$ cat src/rtl/via_shift_pkg.sv
// Shared types for the VIA shift-clock bridge: FSM state encoding and mode constants.
package via_shift_pkg;

   typedef enum logic [1:0] {
      IDLE    = 2'd0,
      TX      = 2'd1,
      WAIT_RX = 2'd2,
      RX      = 2'd3
   } shiftStateT;

   localparam logic MODE_PLUS = 1'b0;
   localparam logic MODE_ADB  = 1'b1;

endpackage

$ cat src/rtl/via_shift_bridge_sync_fifo.sv
// Device-to-Mac frame buffer: power-of-two depth, pointers wrap naturally.
module sync_fifo #(
   parameter int DATA_W     = 8,
   parameter int FIFO_DEPTH = 4
) (
   input  logic                          clk32,
   input  logic                          _reset,
   input  logic                          push,
   input  logic                          pop,
   input  logic [DATA_W-1:0]             pushData,
   output logic [DATA_W-1:0]             headData,
   output logic [$clog2(FIFO_DEPTH):0]   count,
   output logic                          full,
   output logic                          empty
);

   localparam int PtrW = $clog2(FIFO_DEPTH);
   localparam int CntW = PtrW + 1;

   logic [DATA_W-1:0] mem [FIFO_DEPTH];
   logic [PtrW-1:0]   wrPtr;
   logic [PtrW-1:0]   rdPtr;
   logic              doPush;
   logic              doPop;

   assign full     = (count == CntW'(FIFO_DEPTH));
   assign empty    = (count == '0);
   assign headData = mem[rdPtr];
   assign doPop    = pop & ~empty;
   // A push into a full buffer only lands when the head leaves on the same edge.
   assign doPush   = push & (~full | doPop);

   always_ff @(posedge clk32) begin
      if (doPush) mem[wrPtr] <= pushData;
   end

   always_ff @(posedge clk32) begin
      if (!_reset) begin
         wrPtr <= '0;
         rdPtr <= '0;
         count <= '0;
      end else begin
         if (doPush) wrPtr <= wrPtr + 1'b1;
         if (doPop)  rdPtr <= rdPtr + 1'b1;
         case ({doPush, doPop})
            2'b10:   count <= count + 1'b1;
            2'b01:   count <= count - 1'b1;
            default: count <= count;
         endcase
      end
   end

endmodule

$ cat src/rtl/via_shift_bridge.sv
// VIA CB1/CB2 shift-clock engine bridging Plus keyboard or ADB frames to a byte-parallel device,
// with a FIFO for device-to-Mac frames, a WAIT_RX timeout and sticky overflow reporting.
module via_shift_bridge
   import via_shift_pkg::*;
#(
   parameter int DATA_W       = 8,
   parameter int FIFO_DEPTH   = 4,
   parameter int DIV_PLUS     = 1300,
   parameter int DIV_ADB      = 127,
   parameter int WAIT_TIMEOUT = 65535
) (
   input  logic                          clk32,
   input  logic                          _reset,
   input  logic                          clk_en,
   input  logic                          mode,
   input  logic                          cb2_o,
   input  logic                          cb2_t,
   output logic                          cb1,
   output logic                          cb2_i,
   input  logic                          listen,
   input  logic [DATA_W-1:0]             dev_din,
   input  logic                          dev_din_strobe,
   output logic [DATA_W-1:0]             host_dout,
   output logic                          host_dout_strobe,
   output logic                          busy,
   output logic [$clog2(FIFO_DEPTH):0]   fifo_count,
   output logic                          overflow,
   output logic [1:0]                    dbgState
);

   localparam int DivMax = (DIV_PLUS > DIV_ADB) ? DIV_PLUS : DIV_ADB;
   localparam int DivW   = (DivMax < 1) ? 1 : $clog2(DivMax + 1);
   localparam int WaitW  = (WAIT_TIMEOUT < 2) ? 1 : $clog2(WAIT_TIMEOUT);
   localparam int BitW   = $clog2(DATA_W);
   localparam logic [BitW-1:0] LastBit = BitW'(DATA_W - 1);

   shiftStateT        state;
   logic              modeQ;
   logic              listenQ;
   logic [DivW-1:0]   divCnt;
   logic [DivW-1:0]   divSel;
   logic [BitW-1:0]   bitCnt;
   logic [WaitW-1:0]  waitCnt;
   logic [DATA_W-1:0] shreg;
   logic [DATA_W-1:0] fifoHead;
   logic              fifoFull;
   logic              fifoEmpty;
   logic              kbdDat;
   logic              listenRise;
   logic              txStart;
   logic              popReq;

   assign kbdDat     = ~cb2_t | cb2_o;
   assign listenRise = listen & ~listenQ;
   assign txStart    = (mode == MODE_ADB) ? listenRise : ~kbdDat;
   assign divSel     = (modeQ == MODE_ADB) ? DivW'(DIV_ADB) : DivW'(DIV_PLUS);
   assign busy       = (state != IDLE);
   assign dbgState   = state;

   // Pops happen only on the tick the FSM commits to RX; a listen edge in IDLE wins over a pending frame.
   always_comb begin
      popReq = 1'b0;
      if (state == IDLE)
         popReq = (mode == MODE_ADB) && !listenRise && !fifoEmpty;
      else if (state == WAIT_RX)
         popReq = kbdDat && !fifoEmpty;
   end

   // dev_din_strobe is a fire-and-forget push: no ready, full pushes drop and raise overflow.
   sync_fifo #(
      .DATA_W     (DATA_W),
      .FIFO_DEPTH (FIFO_DEPTH)
   ) uFifo (
      .clk32    (clk32),
      ._reset   (_reset),
      .push     (clk_en & dev_din_strobe),
      .pop      (clk_en & popReq),
      .pushData (dev_din),
      .headData (fifoHead),
      .count    (fifo_count),
      .full     (fifoFull),
      .empty    (fifoEmpty)
   );

   always_ff @(posedge clk32) begin
      if (!_reset) begin
         state            <= IDLE;
         modeQ            <= MODE_PLUS;
         listenQ          <= 1'b0;
         divCnt           <= '0;
         bitCnt           <= '0;
         waitCnt          <= '0;
         shreg            <= '0;
         cb1              <= 1'b1;
         cb2_i            <= 1'b1;
         host_dout        <= '0;
         host_dout_strobe <= 1'b0;
         overflow         <= 1'b0;
      end else if (clk_en) begin
         listenQ          <= listen;
         host_dout_strobe <= 1'b0;
         if (dev_din_strobe && fifoFull && !popReq) overflow <= 1'b1;

         case (state)
            IDLE: begin
               divCnt  <= '0;
               bitCnt  <= '0;
               waitCnt <= '0;
               cb1     <= 1'b1;
               if (txStart) begin
                  state <= TX;
                  modeQ <= mode;
               end else if (popReq) begin
                  state <= RX;
                  modeQ <= mode;
                  shreg <= fifoHead;
               end
            end

            TX, RX: begin
               if (divCnt == divSel) begin
                  divCnt <= '0;
                  cb1    <= ~cb1;
                  if (cb1) begin
                     if (state == TX) shreg <= {shreg[DATA_W-2:0], kbdDat};
                     else             cb2_i <= shreg[LastBit - bitCnt];
                  end else if (bitCnt == LastBit) begin
                     bitCnt <= '0;
                     if (state == TX) begin
                        host_dout        <= shreg;
                        host_dout_strobe <= 1'b1;
                        state            <= (modeQ == MODE_PLUS) ? WAIT_RX : IDLE;
                     end else begin
                        cb2_i <= 1'b1;
                        state <= IDLE;
                     end
                  end else begin
                     bitCnt <= bitCnt + 1'b1;
                  end
               end else begin
                  divCnt <= divCnt + 1'b1;
               end
            end

            WAIT_RX: begin
               if (popReq) begin
                  state   <= RX;
                  shreg   <= fifoHead;
                  waitCnt <= '0;
               end else if (WAIT_TIMEOUT != 0 && waitCnt == WaitW'(WAIT_TIMEOUT - 1)) begin
                  state   <= IDLE;
                  waitCnt <= '0;
               end else begin
                  waitCnt <= waitCnt + 1'b1;
               end
            end

            default: state <= IDLE;
         endcase
      end
   end

endmodule

$ cat config.mk
export PLATFORM = sky130hd
export DESIGN_NAME = via_shift_bridge
export DESIGN_NICKNAME = d
export VERILOG_FILES = /design/src/rtl/via_shift_pkg.sv /design/src/rtl/via_shift_bridge_sync_fifo.sv /design/src/rtl/via_shift_bridge.sv
export SDC_FILE = /design/constraint.sdc
export NUM_CORES = 1
export LEC_CHECK = 0
export BUFFER_PORTS_ARGS = -buffer_cell sky130_fd_sc_hd__buf_2
export CORE_UTILIZATION = 40
export CTS_CLUSTER_SIZE = 30
export DETAILED_ROUTE_END_ITERATION = 6
export GPL_TIMING_DRIVEN = 1
export PLACE_DENSITY_LB_ADDON = 0.3
export SYNTH_ARGS = -nofsm -noshare
export SYNTH_HDL_FRONTEND = slang
export SYNTH_SLANG_ARGS = --single-unit
$ cat constraint.sdc
create_clock -name clk32 -period 2.5 [get_ports clk32]
set_input_delay 0.625 -clock clk32 [delete_from_list [all_inputs] [get_ports clk32]]
set_output_delay 0.625 -clock clk32 [all_outputs]
set_load 0.02 [all_outputs]
## Word-level counts from Yosys, hierarchy flattened

Memory sizes are Yosys's and may differ from the RTL's. A register that Yosys moved wholly into a read port is not among the register bits.
Index checks and enable logic that the tools add are counted.

- Output and inout bits: 18
- Register bits after elaboration: 61
- Memories kept: 1
- Memory bits (writable): 32
- Word-level logic and storage cells: 132

- Reduce and logical (&&, ||, !) cells: 27
- Add/subtract/negate cells: 8
- Bitwise gates (word level): 14
- Mux-type cells: 49
- Magnitude comparators: 1
- Eq/ne operators: 17

Memories:

| name | words | bits a word | read ports | clocked after memory_dff | wr ports | line | text |
|---|---|---|---|---|---|---|---|
| uFifo.mem | 4 | 8 | 1 | 1 | 1 | via_shift_bridge_sync_fifo.sv:20 | `logic [DATA_W-1:0] mem [FIFO_DEPTH];` |

Operators by type and width:

| kind | count |
|---|---|
| 8-bit two-way mux | 5 |
| 16-bit two-way mux | 2 |
| 16-bit case mux with 2 select lines | 1 |
| 8-bit case mux with 3 select lines | 1 |
| 11-bit two-way mux | 2 |
| 2-bit two-way mux | 11 |
| 11-bit case mux with 2 select lines | 1 |
| 1-bit two-way mux | 18 |
| 16-bit by 1-bit adder with 16-bit output (second input constant) | 1 |
| 16-bit equality test (second input constant) | 1 |
| 2-bit inequality test (second input constant) | 6 |
| 3-bit case mux with 2 select lines | 2 |
| 6-bit AND reduction | 2 |
| 2-bit nonzero test | 6 |
| 11-bit by 1-bit adder with 11-bit output (second input constant) | 1 |
| 11-bit equality test | 1 |
| 5-bit AND reduction | 2 |
| 3-bit two-way mux | 3 |
| 1-bit NOT | 7 |
| 3-bit by 1-bit adder with 3-bit output (second input constant) | 2 |
| 2-bit equality test (second input constant) | 3 |
| 3-bit equality test (second input constant) | 2 |
| 2-bit case mux with 3 select lines | 1 |
| 2-bit AND reduction | 3 |
| other kinds (18) | 32 |

## Depth between registers and ports, before layout

Gate-level depths: netlist of the first run.

- Depth in word-level cells: 12
- Mapped depth: 8
- Gate-level depth less buffers: 7

## Hierarchy

From an unflattened synthesis of the first run, not the netlist that was laid out.

- Cells, all modules: 421
- Area, all modules: 4456.8 um^2

By module, submodules not included:

| module | cells an instance | area an instance (um^2) | times used | sequential area each (um^2) |
|---|---|---|---|---|
| via_shift_bridge | 325 | 2811.4 | 1 | 1081.0 |
| sync_fifo | 96 | 1645.3 | 1 | 1141.1 |

## Worst setup path after synthesis of the first run

Ideal clock, no wire load.

- Kind: input to register
- Start point: input port cb2_o
- End point: register uFifo.count[2]
- Required time: 2428 ps
- Setup time: 72 ps
- Buffers on the path: 0
- Data arrival time: 2198 ps
- Slack: 230 ps
- Cell stages on the path: 7
- Cell sequence: nand2b_1 -> a32oi_2 -> nor4b_4 -> inv_1 -> fa_1 -> mux2i_1 -> mux2i_1

- Cells in the longest elaborated chain, start to end: 10

Ends and longest elaborated chain:

| item | line | text |
|---|---|---|
| from (decl) | via_shift_bridge.sv:16 | `input logic cb2_o,` |
| 1-bit bitwise OR (*) | via_shift_bridge.sv:53 | `assign kbdDat = ~cb2_t \| cb2_o;` |
| 1-bit logical AND (*) | via_shift_bridge.sv:66 | `popReq = kbdDat && !fifoEmpty;` |
| 1-bit two-way mux (*) | via_shift_bridge.sv:65 | `else if (state == WAIT_RX)` |
| 1-bit two-way mux (*) | via_shift_bridge.sv:63 | `if (state == IDLE)` |
| 1-bit bitwise AND (*) | via_shift_bridge.sv:77 | `.pop (clk_en & popReq),` |
| 1-bit bitwise AND (*) | via_shift_bridge_sync_fifo.sv:29 | `assign doPop = pop & ~empty;` |
| 1-bit bitwise OR | via_shift_bridge_sync_fifo.sv:31 | `assign doPush = push & (~full \| doPop);` |
| 1-bit bitwise AND | via_shift_bridge_sync_fifo.sv:31 |  |
| 2-bit by 1-bit equality test with 1-bit output / 2-bit equality test (equally long branches) | via_shift_bridge_sync_fifo.sv:45 | `case ({doPush, doPop})` |
| 3-bit case mux with 2 select lines / 2-bit nonzero test (equally long branches) | n/a |  |
| to (signal assigned) | via_shift_bridge_sync_fifo.sv:46 | `2'b10: count <= count + 1'b1;` |
| to (signal assigned) | via_shift_bridge_sync_fifo.sv:47 | `2'b01: count <= count - 1'b1;` |
| to (signal assigned) | via_shift_bridge_sync_fifo.sv:48 | `default: count <= count;` |
| to (decl) | via_shift_bridge_sync_fifo.sv:12 | `output logic [$clog2(FIFO_DEPTH):0] count,` |

Mark *: on every way between the ends. The rest lies on a longest branch, timed or not.
A chain may end at the register's enable or synchronous reset.

## Worst setup path in the final report of the first run

- Start point: register waitCnt[4]
- End point: register waitCnt[13]

- Cells in the longest elaborated chain, start to end: 4

Ends and longest elaborated chain:

| item | line | text |
|---|---|---|
| from (decl) | via_shift_bridge.sv:43 | `logic [WaitW-1:0] waitCnt;` |
| from (signal assigned) | via_shift_bridge.sv:154 | `waitCnt <= waitCnt + 1'b1;` |
| 16-bit by 1-bit adder with 16-bit output / 16-bit equality test (equally long branches) | via_shift_bridge.sv:154, via_shift_bridge.sv:150 |  |
| 16-bit two-way mux (*) | via_shift_bridge.sv:150 | `end else if (WAIT_TIMEOUT != 0 && waitCnt == WaitW'(WAIT_TIMEOUT - 1)) begin` |
| 16-bit two-way mux (*) | via_shift_bridge.sv:146 | `if (popReq) begin` |
| 16-bit case mux with 2 select lines (*) | via_shift_bridge.sv:104 | `case (state)` |

Marked as above.

==> run_results.csv, run 1 <==
group,metric,value,unit
yosys,netlist_instances,447,
grt,grt_pass1_wl,16000,um
yosys,synth_top_area_cell,"dfxtp_1",
critical_path,crit_fanout,11,
pwr,leakage,1.98,nW
timing,rsz0062_at_grt,"false",
final_layout,area_delta_synth_final,13.0,%
clock_network,numCtsBuffers,9,
grt,antenna_found_initial,0,
critical_path,worstPathArrival,2.39,ns
yosys,ys_warn_count,0,
final_layout,nFillCells,1038,
timing,tightest_slew,0.801,ns
clock_network,clkSlewWorstSetupHoldPaths,0.07,ns
grt,grt_use_total,17.5,%
floorplan,die_h,109,um
placement,port_buffers,33,
clock_network,htreeDepth,3,
drt,firstDrtPassIters,4,
final_layout,multi_input_area,2250,um2
outcome,status,"complete, no violations",
yosys,ys_seq_elements,95,
grt,grt_max_degree,42,
critical_path,end_kind,"flop",
timing,fin_crit,2.20,ns
timing,clock.fmax,455,MHz
min_path,hold_path_class,"flop to flop",
final_layout,nNetsFinal,505,
clock_network,cts_tree,"built",
final_layout,final_cell_mix,"76 x nand2_1, 63 x dfxtp_1, 33 x buf_2",
clock_network,numClockSinks,95,
drt,routed_wl,9410,um
clock_network,root_buffer,"clkbuf_16",
timing,fin_crit_sh,87.9,%
yosys,synth-edff-count,32,
yosys,async_flop_share,0,%
placement,placed_cells,608,
final_layout,drive_above_1_share,17.1,%
placement,placed_area,4920,um2
clock_network,hold_buffers,0,
timing,maxSlewHeadroom,46.2,%
yosys,ys.flop_type,"dfxtp_1",
timing,hold_violations,0,
timing,setup_slack,0.304,ns
final_layout,final_common_cell,"nand2_1",
grt,grt_pass1_vias,3275,
timing,drv_slew,0,
final_layout,fin_cells,624,
timing,final.setup.tns,0,ns
clock_network,clock_latency,0.34,ns
critical_path,cp_cell_sequence,"and3_1, nand4_1, o31a_2, o21ai_1, nor2_1",
floorplan,die_area,12000,um2
drt,vias,3375,
yosys,ys_types,64,
critical_path,cp_data_required_time,2.70,ns
drt,drt-vias-per-instance,5.41,
drt,ant_nets,0,
yosys,synth.top_cell.area_share,27.4,%
floorplan,ioPinCount,34,
placement,routabilityCongestion,0.843,
floorplan,rows,38,
critical_path,crit_slowest_cell,"o21ai_1",
timing,fin_skew,0.00918,ns
timing,finalSetupViolCount,0,
clock_network,cts_setup_buffers,0,
floorplan,fp.coreArea,11000,um2
yosys,syn_nets,473,
final_layout,finalInstanceArea,5210,um2
critical_path,crit_path_max_incr_delay,0.65,ns
yosys,synthesis.area,4610,um2
floorplan,die_w,109,um
final_layout,antenna_cells,0,
placement,detailedPlace.worstSlack,0.140,ns
clock_network,cts_resized,0,
critical_path,critPathKind,"flop to flop",
pwr,fin_total_pwr,3.63,mW
pwr,peakVddDrop,0.421,mV
clock_network,cts_buffer_depth,2,
drt,drtIter0Drc,190,
pwr,p_per_area,697,nW/um2
drt,drc,0,
yosys,seq_area_frac_synth,48.2,%
grt,grt_overflow,0,
final_layout,ff_latch_area,2220,um2
critical_path,crit_path_start_kind,"flop",
yosys,syn_area_per_cell,10.3,um2
placement,post-dp-hpwl,6770,um
flow_run,maxCapViolCount,0,
drt,wl_per_cell,15.1,um
floorplan,start_util,41.8,%
yosys,synth_area_leaders,"dfxtp_1 27%, edfxtp_1 21%, nand2_1 6.2%, mux2i_1 5.4%, mux4_2 4.9%",
per-stage QoR:
| stage | util (%) | hold WS [ns] |
|---|---|---|
| 2_1_floorplan | - | 0.450 |
| 3_3_place_gp | 44.6 | 0.448 |
| 5_1_grt | 47.2 | 0.486 |
| 3_5_place_dp | 44.6 | 0.449 |
| 6_report | 47.2 | 0.455 |
| 4_1_cts | 47.2 | 0.461 |
Yosys cell counts (3+ instances only):
cell type   n
nand2_1    76
dfxtp_1    63
edfxtp_1   32
nor2_1     32
mux2i_1    25
nand3_1    19
clkbuf_1   14
nand4_1    13
nor3_1     13
inv_1      11
mux4_2     10
xnor2_1    10
xor2_1     10
a21oi_1     9
and2_1      9
and3_1      9
ha_1        9
o21ai_0     7
nand2b_1    6
a31oi_1     5
and4_1      4
buf_2       4
nor2b_1     4
nor3b_1     3
o2111ai_1   3
registers in the layout (all words and copies together) (netlist names), 2 cells and up, named ones only:
register and count:
uFifo.wrPtr 2, shreg 8, host_dout 8, uFifo.rdPtr 2, divCnt 11, uFifo.count 3
dbgState 2, uFifo.mem 32, bitCnt 3, waitCnt 16
critical path, delay by kind of cell, from the launching register on:
kind               cells  cell delay (ns)
DFF                    1             0.39
and+or+nand+nor        3             0.59
AOI/OAI and AO/OA      2             1.06
final timing paths:
kind / from / endpoint / slack [ns] / depth (start not counted)
worst min-delay path: host_dout[7] / host_dout[7] / 0.46 / 2
worst max-delay path: waitCnt[4] / waitCnt[13] / 0.30 / 5
worst min register to register: host_dout[7] / host_dout[7] / 0.46 / 2
worst max register to register: waitCnt[4] / waitCnt[13] / 0.30 / 5
logic make-up after synthesis:
family                     Yosys count  share of synthesized area [%]
AOI/OAI and AO/OA                   52                           9.50
xor gates and xnor gates            20                           3.80
adders and majority gates           10                           2.88
buffers and inverters               32                           2.96
DFF                                 95                           48.2
muxes                               35                           10.3
and+or+nand+nor                    203                           22.3
metal layers:
metal	wire (um)	GRT usage [%]
met1	4470	23.5
met2	4450	27.1
met4	130	8.48
met3	364	3.44
met5	0	0
power by group:
part | leakage [nW] | internal, mW | switching, mW
Combinational | 1.04 | 0.215 | 0.380
Sequential | 0.800 | 1.65 | 0.0668
Clock | 0.142 | 0.697 | 0.620
area by class of cell:
type	count	share of cell area, %
Clock buffer	9	4.32
Clock inverter	7	1.18
Inverter	11	0.793
Multi-Input combinational cell	320	43.2
Sequential cell	95	42.7
Tap cell	140	3.36
Timing Repair Buffer	42	4.47
No activity file was read; power rests on OpenSTA's default activity.
==> run 2, diff against run 1 <==
--- a/config.mk
+++ b/config.mk
@@ -6,6 +6,7 @@
 export NUM_CORES = 1
 export LEC_CHECK = 0
 export BUFFER_PORTS_ARGS = -buffer_cell sky130_fd_sc_hd__buf_2
+export CAP_MARGIN = 20
 export CORE_UTILIZATION = 40
 export CTS_CLUSTER_SIZE = 30
 export DETAILED_ROUTE_END_ITERATION = 6
==> constraint.sdc (replaced) <==
create_clock -name clk32 -period 2.5 [get_ports clk32]
set_input_delay 0.25 -clock clk32 [delete_from_list [all_inputs] [get_ports clk32]]
set_output_delay 0.25 -clock clk32 [all_outputs]
set_load 0.02 [all_outputs]
==> run 2 against run 1 <==
  * Count of clock-buffer cells in the layout unchanged
  * Global-route usage increased by 0.32 points
  * Highest routed layer unchanged
  * Combinational power about the same
  * Clock skew about the same
  * Clock power increased by 3%
  * Power increased by 0.97%
  * First-iteration DRC count increased by 6.3%
  * Flip-flop and latch count unchanged
==> run_results.csv, run 2 (same netlist as run 1, synthesis figures left out) <==
group,metric,value,unit
outcome,status,"complete, no violations",
timing,finalSetupViolCount,0,
timing,rsz0062_at_grt,"false",
final_layout,antenna_cells,0,
timing,fin_skew,0.00891,ns
placement,port_buffers,33,
min_path,holdCritStartpoint,"dev_din[2]",
floorplan,die_h,109,um
drt,drt-vias-per-instance,5.44,
final_layout,drive_above_1_share,17.0,%
timing,hold_violations,0,
clock_network,cts_buffer_depth,2,
timing,clock.fmax,455,MHz
final_layout,final_common_cell,"nand2_1",
placement,post-dp-hpwl,6840,um
timing,fin_crit_sh,87.9,%
final_layout,area_delta_synth_final,13.0,%
timing,drv_slew,0,
floorplan,start_util,41.8,%
timing,setup_slack,0.301,ns
clock_network,cts_resized,0,
pwr,p_clk_share,37.2,%
final_layout,nFillCells,1015,
drt,routed_wl,9610,um
critical_path,cp_data_required_time,2.78,ns
final_layout,ff_latch_area,2220,um2
grt,grt_max_degree,42,
critical_path,worstPathArrival,2.48,ns
clock_network,htreeDepth,3,
flow_run,maxCapViolCount,0,
timing,tightest_slew,0.790,ns
pwr,swShare,29.8,%
grt,grt_pass1_wl,16400,um
critical_path,crit_path_start_kind,"flop",
floorplan,ioPinCount,34,
clock_network,numCtsBuffers,9,
clock_network,hold_buffers,0,
placement,detailedPlace.worstSlack,0.346,ns
pwr,leakage,1.98,nW
floorplan,die_w,109,um
clock_network,numClockSinks,95,
drt,drtIter0Drc,202,
critical_path,end_kind,"flop",
placement,placed_cells,606,
drt,ant_nets,0,
grt,grt_overflow,0,
pwr,peakVddDrop,0.454,mV
final_layout,nNetsFinal,503,
timing,fin_crit,2.20,ns
grt,grt_pass1_vias,3371,
final_layout,final_cell_mix,"76 x nand2_1, 63 x dfxtp_1, 33 x buf_2",
drt,drc,0,
critical_path,critPathKind,"flop to flop",
final_layout,largest_register,"uFifo.mem",
timing,maxSlewHeadroom,47.0,%
final_layout,post-route-util,47.2,%
floorplan,rows,38,
drt,firstDrtPassIters,4,
clock_network,root_buffer,"clkbuf_16",
clock_network,clock_latency,0.34,ns
final_layout,largest_reg_flops,32,
final_layout,fin_cells,622,
final_layout,largestRegisters,"uFifo.mem: 32 flops, waitCnt: 16 flops, divCnt: 11 flops",
pwr,p_int,2.57,mW
critical_path,crit_fanout,6,
pwr,combPwrFrac,16.2,%
pwr,p_per_area,704,nW/um2
pwr,pwr-share-seq,46.6,%
final_layout,multi_input_area,2250,um2
pwr,p_sw,1.09,mW
floorplan,die_area,12000,um2
clock_network,clkSlewWorstSetupHoldPaths,0.07,ns
min_path,hold_path_class,"primary input to flop",
timing,final.setup.tns,0,ns
floorplan,fp.coreArea,11000,um2
clock_network,cts_tree,"built",
placement,routabilityCongestion,0.824,
grt,grt_use_total,17.8,%
drt,wl_per_cell,15.4,um
clock_network,cts_setup_buffers,0,
critical_path,reg2reg_from,"dbgState[1]",
grt,antenna_found_initial,0,
critical_path,setup.worst_path.start,"dbgState[1]",
drt,vias,3385,
==> run 2: final cells by class <==
class                      instances  share of cell area [%]
clock buffer                       9                    4.33
clock inverter                     7                    1.42
inverter                          11                   0.793
multi-input combinational        320                    43.2
sequential                        95                    42.7
tap                              140                    3.37
timing repair buffer              40                    4.18
==> run 2: through the flow <==
| stage | power (mW) | cell area [um2] | hold WS, ns |
|---|---|---|---|
| 2_1_floorplan | 2.18 | 4610 | 0.349 |
| 3_3_place_gp | 2.33 | 4910 | 0.448 |
| 3_5_place_dp | 2.34 | 4910 | 0.456 |
| 4_1_cts | 3.69 | 5200 | 0.107 |
| 5_1_grt | 3.84 | 5200 | 0.103 |
| 6_report | 3.66 | 5200 | 0.118 |
==> run 2: path summary, 6_finish.rpt <==
path / end / slack (ns) / cells after the start
hold reg to reg: host_dout[3] / 0.46 / 2
setup reg to reg: uFifo.count[2] / 0.30 / 7
setup / recovery: uFifo.count[2] / 0.30 / 7
hold / removal: uFifo.mem[2][2] / 0.12 / 1
==> run 2: critical path, stage by stage, from the launching register on <==
cell,delay [ns]
dfxtp_1,0.37
nor2b_1,0.27
a32oi_2,0.17
nor4b_4,0.43
inv_1,0.11
fa_1,0.39
mux2i_1,0.19
mux2i_1,0.19
==> run 2: power by group through the flow <==
stage | sequential, mW | combinational, mW | clock (mW)
after floorplan | 1.74 | 0.444 | 0
after global placement | 1.74 | 0.591 | 0
after detailed placement | 1.74 | 0.597 | 0
after CTS | 1.71 | 0.599 | 1.39
after global routing | 1.72 | 0.664 | 1.46
final | 1.71 | 0.595 | 1.36
==> run 2: metal layers <==
layer	GRT usage (%)	up-vias	share of wire, %
li1	-	1680	-
met5	0	-	0
met4	7.05	0	1.3
met3	3.68	13	3.6
met1	23.9	1627	47
met2	28.3	65	48
